==> config.mk <==
export PLATFORM = sky130hd
export DESIGN_NAME = mips_mc_controller
export DESIGN_NICKNAME = d
export VERILOG_FILES = /design/src/rtl/mips_mc_pkg.sv /design/src/rtl/mips_mc_aludec.sv /design/src/rtl/mips_mc_controller.sv
export SDC_FILE = /design/constraint.sdc
export NUM_CORES = 1
export LEC_CHECK = 0
export ABC_AREA = 0
export CAP_MARGIN = 20
export CORE_UTILIZATION = 43
export CTS_CLUSTER_DIAMETER = 200
export DETAILED_ROUTE_END_ITERATION = 8
export GPL_ROUTABILITY_DRIVEN = 0
export GPL_TIMING_DRIVEN = 0
export PLACE_DENSITY = 0.84
export SLEW_MARGIN = 10
export SYNTH_ARGS = -nofsm -noshare
export SYNTH_HDL_FRONTEND = slang
export SYNTH_HIERARCHICAL = 1
export SYNTH_SLANG_ARGS = --single-unit
==> constraint.sdc <==
create_clock -name clk -period 1.85 [get_ports clk]
set_clock_uncertainty 0.2 [all_clocks]
set_input_delay 0.185 -clock clk [delete_from_list [all_inputs] [get_ports clk]]
set_output_delay 0.185 -clock clk [all_outputs]
set_load 0.01 [all_outputs]
==> src/rtl/mips_mc_pkg.sv <==
// Shared encodings for the multicycle MIPS controller: opcodes, function
// codes, datapath mux selects, ALU operations and the FSM state set.
package mips_mc_pkg;

    // Opcodes (instr[31:26])
    localparam logic [5:0] OP_RTYPE = 6'b000000;
    localparam logic [5:0] OP_LW    = 6'b100011;
    localparam logic [5:0] OP_SW    = 6'b101011;
    localparam logic [5:0] OP_BEQ   = 6'b000100;
    localparam logic [5:0] OP_BNE   = 6'b000101;
    localparam logic [5:0] OP_ADDI  = 6'b001000;
    localparam logic [5:0] OP_J     = 6'b000010;

    // R-type function codes (instr[5:0])
    localparam logic [5:0] FN_ADD = 6'b100000;
    localparam logic [5:0] FN_SUB = 6'b100010;
    localparam logic [5:0] FN_AND = 6'b100100;
    localparam logic [5:0] FN_OR  = 6'b100101;
    localparam logic [5:0] FN_SLT = 6'b101010;

    // ALU operation codes
    localparam logic [2:0] ALU_AND = 3'b000;
    localparam logic [2:0] ALU_OR  = 3'b001;
    localparam logic [2:0] ALU_ADD = 3'b010;
    localparam logic [2:0] ALU_SUB = 3'b110;
    localparam logic [2:0] ALU_SLT = 3'b111;

    // ALU B-operand select
    localparam logic [1:0] SRCB_REGB  = 2'b00;
    localparam logic [1:0] SRCB_INC   = 2'b01;
    localparam logic [1:0] SRCB_IMM   = 2'b10;
    localparam logic [1:0] SRCB_IMMSH = 2'b11;

    // Next-PC select
    localparam logic [1:0] PC_ALU    = 2'b00;
    localparam logic [1:0] PC_ALUOUT = 2'b01;
    localparam logic [1:0] PC_JUMP   = 2'b10;

    // Controller states; encodings 12..15 are unreachable
    typedef enum logic [3:0] {
        S_FETCH   = 4'd0,
        S_DECODE  = 4'd1,
        S_MEMADR  = 4'd2,
        S_MEMRD   = 4'd3,
        S_MEMWB   = 4'd4,
        S_MEMWR   = 4'd5,
        S_RTYPE   = 4'd6,
        S_RTYPEWB = 4'd7,
        S_BRANCH  = 4'd8,
        S_ADDIEX  = 4'd9,
        S_ADDIWB  = 4'd10,
        S_JUMP    = 4'd11
    } state_e;

    // Width-independent control outputs (irwrite is handled separately)
    typedef struct packed {
        logic       memread;
        logic       memwrite;
        logic       alusrca;
        logic       memtoreg;
        logic       iord;
        logic       pcen;
        logic       regwrite;
        logic       regdst;
        logic [1:0] pcsrc;
        logic [1:0] alusrcb;
        logic [2:0] alucontrol;
        logic       illegal;
    } ctrl_t;

    // Beat counter width: a single-beat fetch still keeps a 1-bit counter
    function automatic int beat_bits(input int beats);
        return (beats > 1) ? $clog2(beats) : 1;
    endfunction

    // True for every opcode the controller knows how to execute
    function automatic logic op_legal(input logic [5:0] op);
        case (op)
            OP_RTYPE, OP_LW, OP_SW, OP_BEQ, OP_BNE, OP_ADDI, OP_J: return 1'b1;
            default:                                                return 1'b0;
        endcase
    endfunction

endpackage

==> src/rtl/mips_mc_aludec.sv <==
// Function-field decoder for R-type instructions: maps funct to an ALU
// operation and reports whether the funct is one the core implements.
module mips_mc_aludec
    import mips_mc_pkg::*;
(
    input  logic [5:0] funct,
    output logic [2:0] alucontrol,
    output logic       funct_valid
);

    // Translate funct to the ALU operation; unknown codes select AND and flag invalid
    always_comb begin
        // NOTE: every output gets a default before the case so no latch is inferred.
        alucontrol  = ALU_AND;
        funct_valid = 1'b1;
        case (funct)
            FN_ADD:  alucontrol = ALU_ADD;
            FN_SUB:  alucontrol = ALU_SUB;
            FN_AND:  alucontrol = ALU_AND;
            FN_OR:   alucontrol = ALU_OR;
            FN_SLT:  alucontrol = ALU_SLT;
            default: funct_valid = 1'b0;
        endcase
    end

endmodule

==> src/rtl/mips_mc_controller.sv <==
// Multicycle MIPS control unit. Fetches a 32-bit instruction over
// 32/MEM_W memory beats, then sequences the datapath through decode,
// execute, memory and writeback. All outputs are decoded combinationally
// from the current state, the fetch beat and the instruction fields.
module mips_mc_controller
    import mips_mc_pkg::*;
#(
    parameter  int MEM_W = 8,
    localparam int BEATS = 32 / MEM_W
) (
    input  logic             clk,
    input  logic             reset,
    input  logic [5:0]       op,
    input  logic [5:0]       funct,
    input  logic             zero,
    input  logic             mem_ready,
    output logic             memread,
    output logic             memwrite,
    output logic             alusrca,
    output logic             memtoreg,
    output logic             iord,
    output logic             pcen,
    output logic             regwrite,
    output logic             regdst,
    output logic [1:0]       pcsrc,
    output logic [1:0]       alusrcb,
    output logic [2:0]       alucontrol,
    output logic [BEATS-1:0] irwrite,
    output logic             illegal
);

    localparam int                BEAT_W    = beat_bits(BEATS);
    localparam logic [BEAT_W-1:0] BEAT_LAST = BEAT_W'(BEATS - 1);
    localparam logic [BEATS-1:0]  LANE0     = BEATS'(1);

    state_e            state_q, state_d;
    logic [BEAT_W-1:0] beat_q, beat_d;
    ctrl_t             ctrl;
    logic [2:0]        rtype_alu;
    logic              funct_valid;

    mips_mc_aludec u_aludec (
        .funct       (funct),
        .alucontrol  (rtype_alu),
        .funct_valid (funct_valid)
    );

    // State and fetch-beat registers with synchronous reset
    always_ff @(posedge clk) begin
        // NOTE: sequential state uses non-blocking assignments only, so every
        // flop samples the pre-edge values regardless of block ordering.
        if (reset) begin
            state_q <= S_FETCH;
            beat_q  <= '0;
        end else begin
            state_q <= state_d;
            beat_q  <= beat_d;
        end
    end

    // Next state and next beat; the beat only advances inside FETCH
    always_comb begin
        state_d = state_q;
        beat_d  = '0;
        case (state_q)
            S_FETCH: begin
                beat_d = beat_q;
                if (mem_ready) begin
                    if (beat_q == BEAT_LAST) begin
                        beat_d  = '0;
                        state_d = S_DECODE;
                    end else begin
                        beat_d = beat_q + BEAT_W'(1);
                    end
                end
            end
            S_DECODE: begin
                case (op)
                    OP_LW, OP_SW:   state_d = S_MEMADR;
                    OP_RTYPE:       state_d = S_RTYPE;
                    OP_BEQ, OP_BNE: state_d = S_BRANCH;
                    OP_ADDI:        state_d = S_ADDIEX;
                    OP_J:           state_d = S_JUMP;
                    default:        state_d = S_FETCH;
                endcase
            end
            S_MEMADR:  state_d = (op == OP_SW) ? S_MEMWR : S_MEMRD;
            S_MEMRD:   state_d = mem_ready ? S_MEMWB : S_MEMRD;
            S_MEMWB:   state_d = S_FETCH;
            S_MEMWR:   state_d = mem_ready ? S_FETCH : S_MEMWR;
            S_RTYPE:   state_d = funct_valid ? S_RTYPEWB : S_FETCH;
            S_RTYPEWB: state_d = S_FETCH;
            S_BRANCH:  state_d = S_FETCH;
            S_ADDIEX:  state_d = S_ADDIWB;
            S_ADDIWB:  state_d = S_FETCH;
            S_JUMP:    state_d = S_FETCH;
            default:   state_d = S_FETCH;
        endcase
    end

    // Control outputs decoded from state, beat and instruction fields
    always_comb begin
        ctrl    = '0;
        irwrite = '0;
        // NOTE: outputs are gated by reset itself, not by the registered state,
        // so an access in flight is dropped in the very cycle reset rises.
        if (!reset) begin
            case (state_q)
                S_FETCH: begin
                    ctrl.memread    = 1'b1;
                    ctrl.alusrcb    = SRCB_INC;
                    ctrl.alucontrol = ALU_ADD;
                    ctrl.pcsrc      = PC_ALU;
                    if (mem_ready) begin
                        irwrite   = LANE0 << beat_q;
                        ctrl.pcen = 1'b1;
                    end
                end
                S_DECODE: begin
                    ctrl.alusrcb    = SRCB_IMMSH;
                    ctrl.alucontrol = ALU_ADD;
                    ctrl.illegal    = ~op_legal(op);
                end
                S_MEMADR, S_ADDIEX: begin
                    ctrl.alusrca    = 1'b1;
                    ctrl.alusrcb    = SRCB_IMM;
                    ctrl.alucontrol = ALU_ADD;
                end
                S_MEMRD: begin
                    ctrl.memread = 1'b1;
                    ctrl.iord    = 1'b1;
                end
                S_MEMWB: begin
                    ctrl.regwrite = 1'b1;
                    ctrl.memtoreg = 1'b1;
                end
                S_MEMWR: begin
                    ctrl.memwrite = 1'b1;
                    ctrl.iord     = 1'b1;
                end
                S_RTYPE: begin
                    ctrl.alusrca    = 1'b1;
                    ctrl.alusrcb    = SRCB_REGB;
                    ctrl.alucontrol = rtype_alu;
                    ctrl.illegal    = ~funct_valid;
                end
                S_RTYPEWB: begin
                    ctrl.regwrite = 1'b1;
                    ctrl.regdst   = 1'b1;
                end
                S_BRANCH: begin
                    ctrl.alusrca    = 1'b1;
                    ctrl.alusrcb    = SRCB_REGB;
                    ctrl.alucontrol = ALU_SUB;
                    ctrl.pcsrc      = PC_ALUOUT;
                    ctrl.pcen       = (op == OP_BNE) ? ~zero : zero;
                end
                S_ADDIWB: begin
                    ctrl.regwrite = 1'b1;
                end
                S_JUMP: begin
                    ctrl.pcsrc = PC_JUMP;
                    ctrl.pcen  = 1'b1;
                end
                default: ;
            endcase
        end
    end

    assign memread    = ctrl.memread;
    assign memwrite   = ctrl.memwrite;
    assign alusrca    = ctrl.alusrca;
    assign memtoreg   = ctrl.memtoreg;
    assign iord       = ctrl.iord;
    assign pcen       = ctrl.pcen;
    assign regwrite   = ctrl.regwrite;
    assign regdst     = ctrl.regdst;
    assign pcsrc      = ctrl.pcsrc;
    assign alusrcb    = ctrl.alusrcb;
    assign alucontrol = ctrl.alucontrol;
    assign illegal    = ctrl.illegal;

endmodule

==> run metrics, run 1 <==
Synth top area share=13.4%; drt total wl=between 3 and 4 mm; GRT overflow=0; Max Root-Sink Buffers=2; DRT iter0 DRCs=25; Worst Path Buf+Inv=2; DR vias=about 1200; Clk Latency, worst-skew pair=around 0.25 ns; CTS buffer count=3; switching share of power=between 30 and 40%; Clk network pwr share=between 20% and 30%; Avg Cell Area, Syn=~7.5 um2; ranking of synthesized cells by area=dfxtp_1, ha_1, nor2_1; Root Driver=clkbuf_4; post-synth top area cell=dfxtp_1; Arr. time, crit path=approximately 1.7 ns; Post-synth top cells=nor2_1, nand2_1, nand2b_1, nor3_1, dfxtp_1; min cycle time layout=a little over 2 ns; layout cells sized above 1=approximately 51%; synthesis-to-finish area growth=77.9%; Final Max Tran Viols=0; # IOs=36; DR vias/cell=roughly 6; PwrDens=roughly 270 mW/mm2; PortBufs=35; Worst-Margin Slew=0.401 ns; slowest stage delay, CP=approximately 0.35 ns; yosys warns=6; CTS tree=done; Setup crit end kind=output pin; Yosys reg bits=6; RSZ-0062 raised after global routing=yes; max cap viols=0; asr flop ratio synth=0%; CP Launch Type=input port; Post-synth EDFFs=0; initial antenna violation count=0; Post-Syn Nets=139; count leader, synth=nor2_1; main flop type after synthesis=dfxtp_1; Required @ worst endpoint=roughly 1.5 ns; Slew headroom=between 70% and 80%; crit path cell chain=dlygate4sd2_1, nor4_4, nand3_1, xor2_1, o31ai_4, buf_2; Hold WC Path Type=input port to flop; Die Ht=around 48 um; antenna-violating nets left=0; status=finished, violations left; H-tree Lvls=1; DIE WIDTH=roughly 48 um; pin count of the biggest net entering global routing=11; failing checks=setup timing; Worst path slowest cell=nor4_4; vias in the first global route=around 1100; critical path fanouts, max=6; Final #Nets=~200; final worst slack=-0.199 ns; Pint=about 290 uW; # setup viols final=11; First-pass DRT Iterations=5; final routed DRC violation total=0; sequential share of the synthesized area=between 10% and 20%; full die area=around 0.0023 mm2; CTS Hold Buffers Added=0; Max Freq=~490 MHz; dpl ws=-0.871 ns; Flop pwr share=around a third; worst vdd ir=~0.34 mV; CP Class=input port to output pin; Yosys cell types=42; Sink Count=6; wire per inst=between 15 and 20 um; combinational power share=about 40%; Overall Power=436 uW; total track usage=between 30 and 40%; CORE AREA=0.00196 mm2; Hold Fails Final Rpt=0; switching pwr=144 uW; # rows=16; leakage=about 0.66 nW; CTS clk-pin slew, worst paths=~0.040 ns; Fin Setup TNS=-1.09 ns; Syn Std Cell Area=between 800 and 900 um2; Inserted Diodes=0; Initial Utilization=45.8%; cell count after synthesis=roughly 120; first-pass GRT wire length=about 5 mm; delay-heaviest family, CP=buffers and inverters; DP Wirelength=1.99 mm; crit share post-route=111%
worst register-to-register path: stages, from the launching register on:
cell	delay (ns)
dfxtp_4	0.33
buf_4	0.16
nand2b_2	0.23
or4_1	0.50
a31oi_1	0.17
metrics by stage:
step / cell area (um2) / instances / util [%] / hold slack [ns]
6_report: 1600 / 201 / 81.4 / 0.205
5_1_grt: 1600 / 201 / 81.4 / 0.256
4_1_cts: 1440 / 191 / 73.5 / 0.280
3_5_place_dp: 1280 / 181 / 65.4 / 0.346
3_3_place_gp: 1280 / 181 / 65.4 / 0.341
2_1_floorplan: 898 / 119 / - / 0.166
final cells by class:
| type | instances | area, um2 |
|---|---|---|
| plain buffers | 7 | 75.1 |
| clock buffers | 3 | 22.5 |
| fillers | 128 | 364 |
| inverters | 3 | 11.3 |
| multi-input cells | 103 | 925 |
| flip-flops and latches | 6 | 128 |
| well taps | 27 | 33.8 |
| repair buffers | 52 | 403 |
registers in the layout, indices dropped and copies added, names as in the netlist:
name,count
state_q,4
beat_q,2
routing by layer:
layer | global-route usage (%) | vias to the layer above | part of all wire [%]
met4 | 9.44 | 0 | 2.5
met1 | 33.7 | 567 | 39
met5 | 0 | - | 0
li1 | - | 563 | -
met2 | 57.3 | 70 | 52
met3 | 7.55 | 10 | 6.6
timing repair:
action | CTS | global route
gates cloned | 0 | 0
buffers inserted | 7 | 11
resized for setup | 108 | 41
endpoints found under the setup margin | 21 | 20
pin swaps | 8 | 10
layout by cell type (no fill, tap or decap), types with 3 or more instances in the layout:
cell | Yosys | routed
buf_4 | 2 | 16
buf_2 | 0 | 11
nor2_1 | 13 | 10
dlygate4sd2_1 | 0 | 9
buf_6 | 3 | 7
clkbuf_2 | 0 | 6
nand2_1 | 7 | 5
and3_1 | 5 | 4
nand2b_1 | 7 | 4
nand3_1 | 4 | 4
ha_1 | 4 | 4
inv_1 | 3 | 3
nor3_1 | 7 | 3
nor2_4 | 0 | 3
nand3b_1 | 3 | 3
nor2b_4 | 0 | 3
nor3_2 | 0 | 3
a31oi_1 | 3 | 3
mux2i_1 | 3 | 3
clkbuf_4 | 0 | 3
dfxtp_2 | 0 | 3
final timing paths:
check | from | cells after the start | endpoint | slack, ns
max | op[3] | 6 | pcen | -0.20
min | op[1] | 4 | state_q[2]$_SDFFE_PP0P_ | 0.20
max reg2reg | state_q[0]$_SDFFE_PP0P_ | 4 | state_q[2]$_SDFFE_PP0P_ | 0.17
min reg2reg | beat_q[1]$_SDFFE_PP0P_ | 2 | beat_q[1]$_SDFFE_PP0P_ | 0.35
power groups by stage:
stage,clock network (mW),registers [mW],logic (mW)
6_report,0.121,0.139,0.176
5_1_grt,0.133,0.139,0.189
3_3_place_gp,0,0.141,0.126
4_1_cts,0.122,0.138,0.152
3_5_place_dp,0,0.142,0.132
2_1_floorplan,0,0.141,0.0594
cells by family (layout without fill, tap and decap cells):
kind of cell / Yosys count / count (layout) / synth area share (%)
AOI/OAI and AO/OA: 26 / 26 / 23.0
xor gates and xnor gates: 3 / 3 / 2.93
adders and majority gates: 4 / 4 / 5.57
buffers and inverters: 10 / 65 / 8.63
DFF: 6 / 6 / 13.4
muxes: 3 / 3 / 3.34
and+or+nand+nor: 67 / 67 / 43.2
Note: power is estimated with default switching activity, not from simulation.
==> run 2: changes to the inputs <==
--- a/config.mk
+++ b/config.mk
@@ -13,6 +13,7 @@
 export GPL_ROUTABILITY_DRIVEN = 0
 export GPL_TIMING_DRIVEN = 0
 export PLACE_DENSITY = 0.84
+export SETUP_SLACK_MARGIN = 0.5
 export SLEW_MARGIN = 10
 export SYNTH_ARGS = -nofsm -noshare
 export SYNTH_HDL_FRONTEND = slang
==> run metrics, run 2 <==
largest family of logic cells by synthesized area=simple AND/OR/NAND/NOR gates; DP Wirelength=2.11 mm (+6.0%); pin count of the biggest net entering global routing=11; Synth Area in Compound Gates=23.0% (unchanged); Avg Cell Area, Syn=7.55 um2 (unchanged); adder-cell share of the synthesized area=5.57% (unchanged); mux contribution to synthesized area=3.34% (unchanged); Post-Syn Nets=139 (unchanged); # IOs=36 (unchanged); WEP type=top-level output; total track usage=between 70% and 80%; status=did not finish; simple logic cell fraction of the synthesized area=43.2% (unchanged); # rows=16 (unchanged); Die Ht=47.7 um (unchanged); Initial Utilization=45.8% (unchanged); First Err=[ERROR GRT-0232] Routing congestion too high. Check the congestion heatmap in the GUI.; asr flop ratio synth=0% (unchanged); Synth Area in XOR/XNOR=2.92% (unchanged); Yosys reg bits=6 (unchanged); H-tree Lvls=1 (unchanged); PortBufs=35 (unchanged); main flop type after synthesis=dfxtp_1; GRT overflow=27; cell count after synthesis=119 (unchanged); Sink Count=6 (unchanged); count leader, synth=nor2_1; Post-synth top cells=nor2_1, nand2_1, nand2b_1, nor3_1, dfxtp_1; post-synth top area cell=dfxtp_1; Post-synth EDFFs=0 (unchanged); halt point of the flow=global routing (5_1_grt); DIE WIDTH=47.7 um (unchanged); ranking of synthesized cells by area=dfxtp_1, ha_1, nor2_1; yosys warns=6 (unchanged); Max Root-Sink Buffers=2 (unchanged); Synth top area share=13.4% (unchanged); sequential share of the synthesized area=13.4% (unchanged); CTS buffer count=3 (unchanged); Root Driver=clkbuf_4; worst setup endpoint GRT=pcen; Yosys cell types=42 (unchanged); Syn Std Cell Area=898 um2 (unchanged)
run 2: cell counts after synthesis:
No cell type changed its count.
run 2: through the flow:
| stage | cell area, um2 | cells | utilization [%] | setup slack [ns] |
|---|---|---|---|---|
| 2_1_floorplan | 1030 | 119 | - | 0.318 |
| 3_3_place_gp | 1420 | 181 | 72.1 | -0.812 |
| 3_5_place_dp | 1420 | 181 | 72.1 | -0.868 |
| 4_1_cts | 1820 | 215 | 93.0 | -0.141 |
run 2: kinds of logic after synthesis:
group / Yosys count
mux: 3
buf+inv: 10
simple gates: 67
compound gates: 26
xor+xnor: 3
flops: 6
fa+ha+maj: 4
run 2: routing by layer:
metal	track usage [%]	overflow
met1	72.5	1
met2	92.2	13
met3	52.1	0
met4	89.4	13
met5	0	0
run 2: repair_timing:
item                                    in CTS
endpoints found under the setup margin      26
gates resized for setup                    168
hold buffers                                 0
pin swaps                                   28
setup buffers                               31
==> run 3: changes to the inputs <==
--- a/config.mk
+++ b/config.mk
@@ -7,13 +7,12 @@
 export LEC_CHECK = 0
 export ABC_AREA = 0
 export CAP_MARGIN = 20
-export CORE_UTILIZATION = 43
-export CTS_CLUSTER_DIAMETER = 200
+export CORE_AREA = 2 2 63 65
 export DETAILED_ROUTE_END_ITERATION = 8
+export DIE_AREA = 0 0 65 67
 export GPL_ROUTABILITY_DRIVEN = 0
 export GPL_TIMING_DRIVEN = 0
-export PLACE_DENSITY = 0.84
-export SETUP_SLACK_MARGIN = 0.5
+export PLACE_DENSITY_LB_ADDON = 0.15
 export SLEW_MARGIN = 10
 export SYNTH_ARGS = -nofsm -noshare
 export SYNTH_HDL_FRONTEND = slang
==> run metrics, run 3 (synthesis results as in run 1) <==
fill cell count=368; Sink Count=6 (unchanged); wire per inst=between 10 and 15 um; Die Ht=67 um (+40%); Worst-Margin Slew=~0.51 ns; # rows=22 (+6); Required @ worst endpoint=between 1 and 1.5 ns; PwrDens=295 mW/mm2; DP Wirelength=2.22 mm (+5.1%); Reg-to-Reg End=state_q[2]$_SDFFE_PP0P_; drt total wl=3.00 mm; Max Freq=~500 MHz; failing checks=setup timing; CORE AREA=between 0.003 and 0.004 mm2; most frequent cells in the layout=buf_4, nor2_1, dlygate4sd2_1; final worst slack=-0.131 ns; max cap viols=0; CTS tree=done; most common cell after layout, fill and taps aside=buf_4; fin cells=approximately 220; Setup crit end kind=output pin; # IOs=36 (unchanged); Initial Utilization=24.9% (-21 points); worst vdd ir=0.167 mV; top flop regs=state_q (4), beat_q (2); full die area=0.00436 mm2; DR vias=about 1100; leakage=0.674 nW; CTS buffer count=3 (unchanged); Hold WC Path Type=input port to flop; R2R Setup Slk=around 0.17 ns; Root Driver=clkbuf_8; top sig layer=met3; r2r startpoint=state_q[0]$_SDFFE_PP0P_; vias in the first global route=1087; RSZ-0062 raised after global routing=yes; Hold Fails Final Rpt=0; crit path capture=irwrite[1]; Fin Setup TNS=-0.341 ns; Crit. Startpoint=state_q[0]$_SDFFE_PP0P_; final routed DRC violation total=0; initial antenna violation count=0; DR vias/cell=just under 5; metal3 WL=approximately 130 um; First-pass DRT Iterations=4; r2r worst-path depth=5; Arr. time, crit path=about 1.6 ns; layout cells sized above 1=about half; Max Root-Sink Buffers=2 (unchanged); Clk Latency, worst-skew pair=around 0.22 ns; register area=130 um2; Largest register FFs=4; CP Launch Type=flop; first-pass GRT wire length=between 4 and 5 mm; CTS Hold Buffers Added=0 (unchanged); total track usage=roughly 15%; Inserted Diodes=0; H-tree Lvls=1 (unchanged); status=finished, violations left; crit share post-route=107%; CTS clk-pin slew, worst paths=0.04 ns; antenna-violating nets left=0; # setup viols final=5; synthesis-to-finish area growth=85.8%; multi-input logic area=922 um2; Met2 Wirelength=roughly 1.5 mm; Slew headroom=65.9%; GRT overflow=0; Final #Nets=198; largest reg by FF count=state_q; fin area=0.00167 mm2; critical path fanouts, max=3; dpl ws=-0.934 ns (-0.0665 ns); min cycle time layout=about 2 ns; DIE WIDTH=65 um (+36%); CP Class=flop to output pin; WL met1=around 1.4 mm; DRT iter0 DRCs=9; PortBufs=35 (unchanged); Final Max Tran Viols=0; pin count of the biggest net entering global routing=11; dpl cells=202 (+12%); placed instance area=0.00131 mm2 (-7.5%)
==> run 3: worst max-delay path, cell delays in order, from the launching register on <==
cell,delay [ns]
dfxtp_4,0.34
or3_4,0.40
nor3_4,0.15
buf_4,0.14
buf_6,0.08
and3_4,0.17
buf_6,0.09
==> run 3: per-stage QoR <==
step / util, % / power (mW) / hold WS, ns
after floorplan: - / 0.200 / 0.166
after global placement: 36.3 / 0.271 / 0.347
after detailed placement: 36.3 / 0.275 / 0.368
after CTS: 42.9 / 0.493 / 0.313
after global routing: 46.3 / 0.526 / 0.270
final: 46.3 / 0.492 / 0.238
==> run 3: how the worst min path moves through the flow <==
stage | slack, ns | startpoint | end | cells past startpoint
after floorplan | 0.17 | reset | state_q[0]$_SDFFE_PP0P_ | 2
after global placement | 0.35 | beat_q[1]$_SDFFE_PP0P_ | beat_q[1]$_SDFFE_PP0P_ | 2
after detailed placement | 0.37 | beat_q[1]$_SDFFE_PP0P_ | beat_q[1]$_SDFFE_PP0P_ | 2
after CTS | 0.31 | reset | state_q[0]$_SDFFE_PP0P_ | 3
after global routing | 0.27 | op[3] | state_q[2]$_SDFFE_PP0P_ | 4
final | 0.24 | op[3] | state_q[2]$_SDFFE_PP0P_ | 4
==> run 3: power breakdown <==
group | total (mW) | switching, mW | internal (mW)
Sequential | 0.137 | 0.00511 | 0.132
Clock | 0.191 | 0.0520 | 0.139
Combinational | 0.163 | 0.0804 | 0.0831
==> run 3: timing repair <==
action,4_1_cts,5_1_grt
resized for setup,102,41
buffers inserted,9,11
endpoints found under the setup margin,23,14
pin swaps,14,9
==> run 3: area by class of cell <==
| type | count | area share [%] |
|---|---|---|
| buffer | 6 | 3.82 |
| timing repair buffer | 55 | 26.4 |
| tap | 48 | 3.60 |
| inverter | 3 | 0.675 |
| multi-input combinational | 103 | 55.2 |
| sequential | 6 | 7.80 |
| clock buffer | 3 | 2.47 |
==> run 3: routing by layer <==
layer | vias to the layer above | track usage, %
met5 | - | 0
met4 | 0 | 3.46
met3 | 0 | 2.53
met2 | 30 | 25.0
met1 | 521 | 18.8
li1 | 562 | -
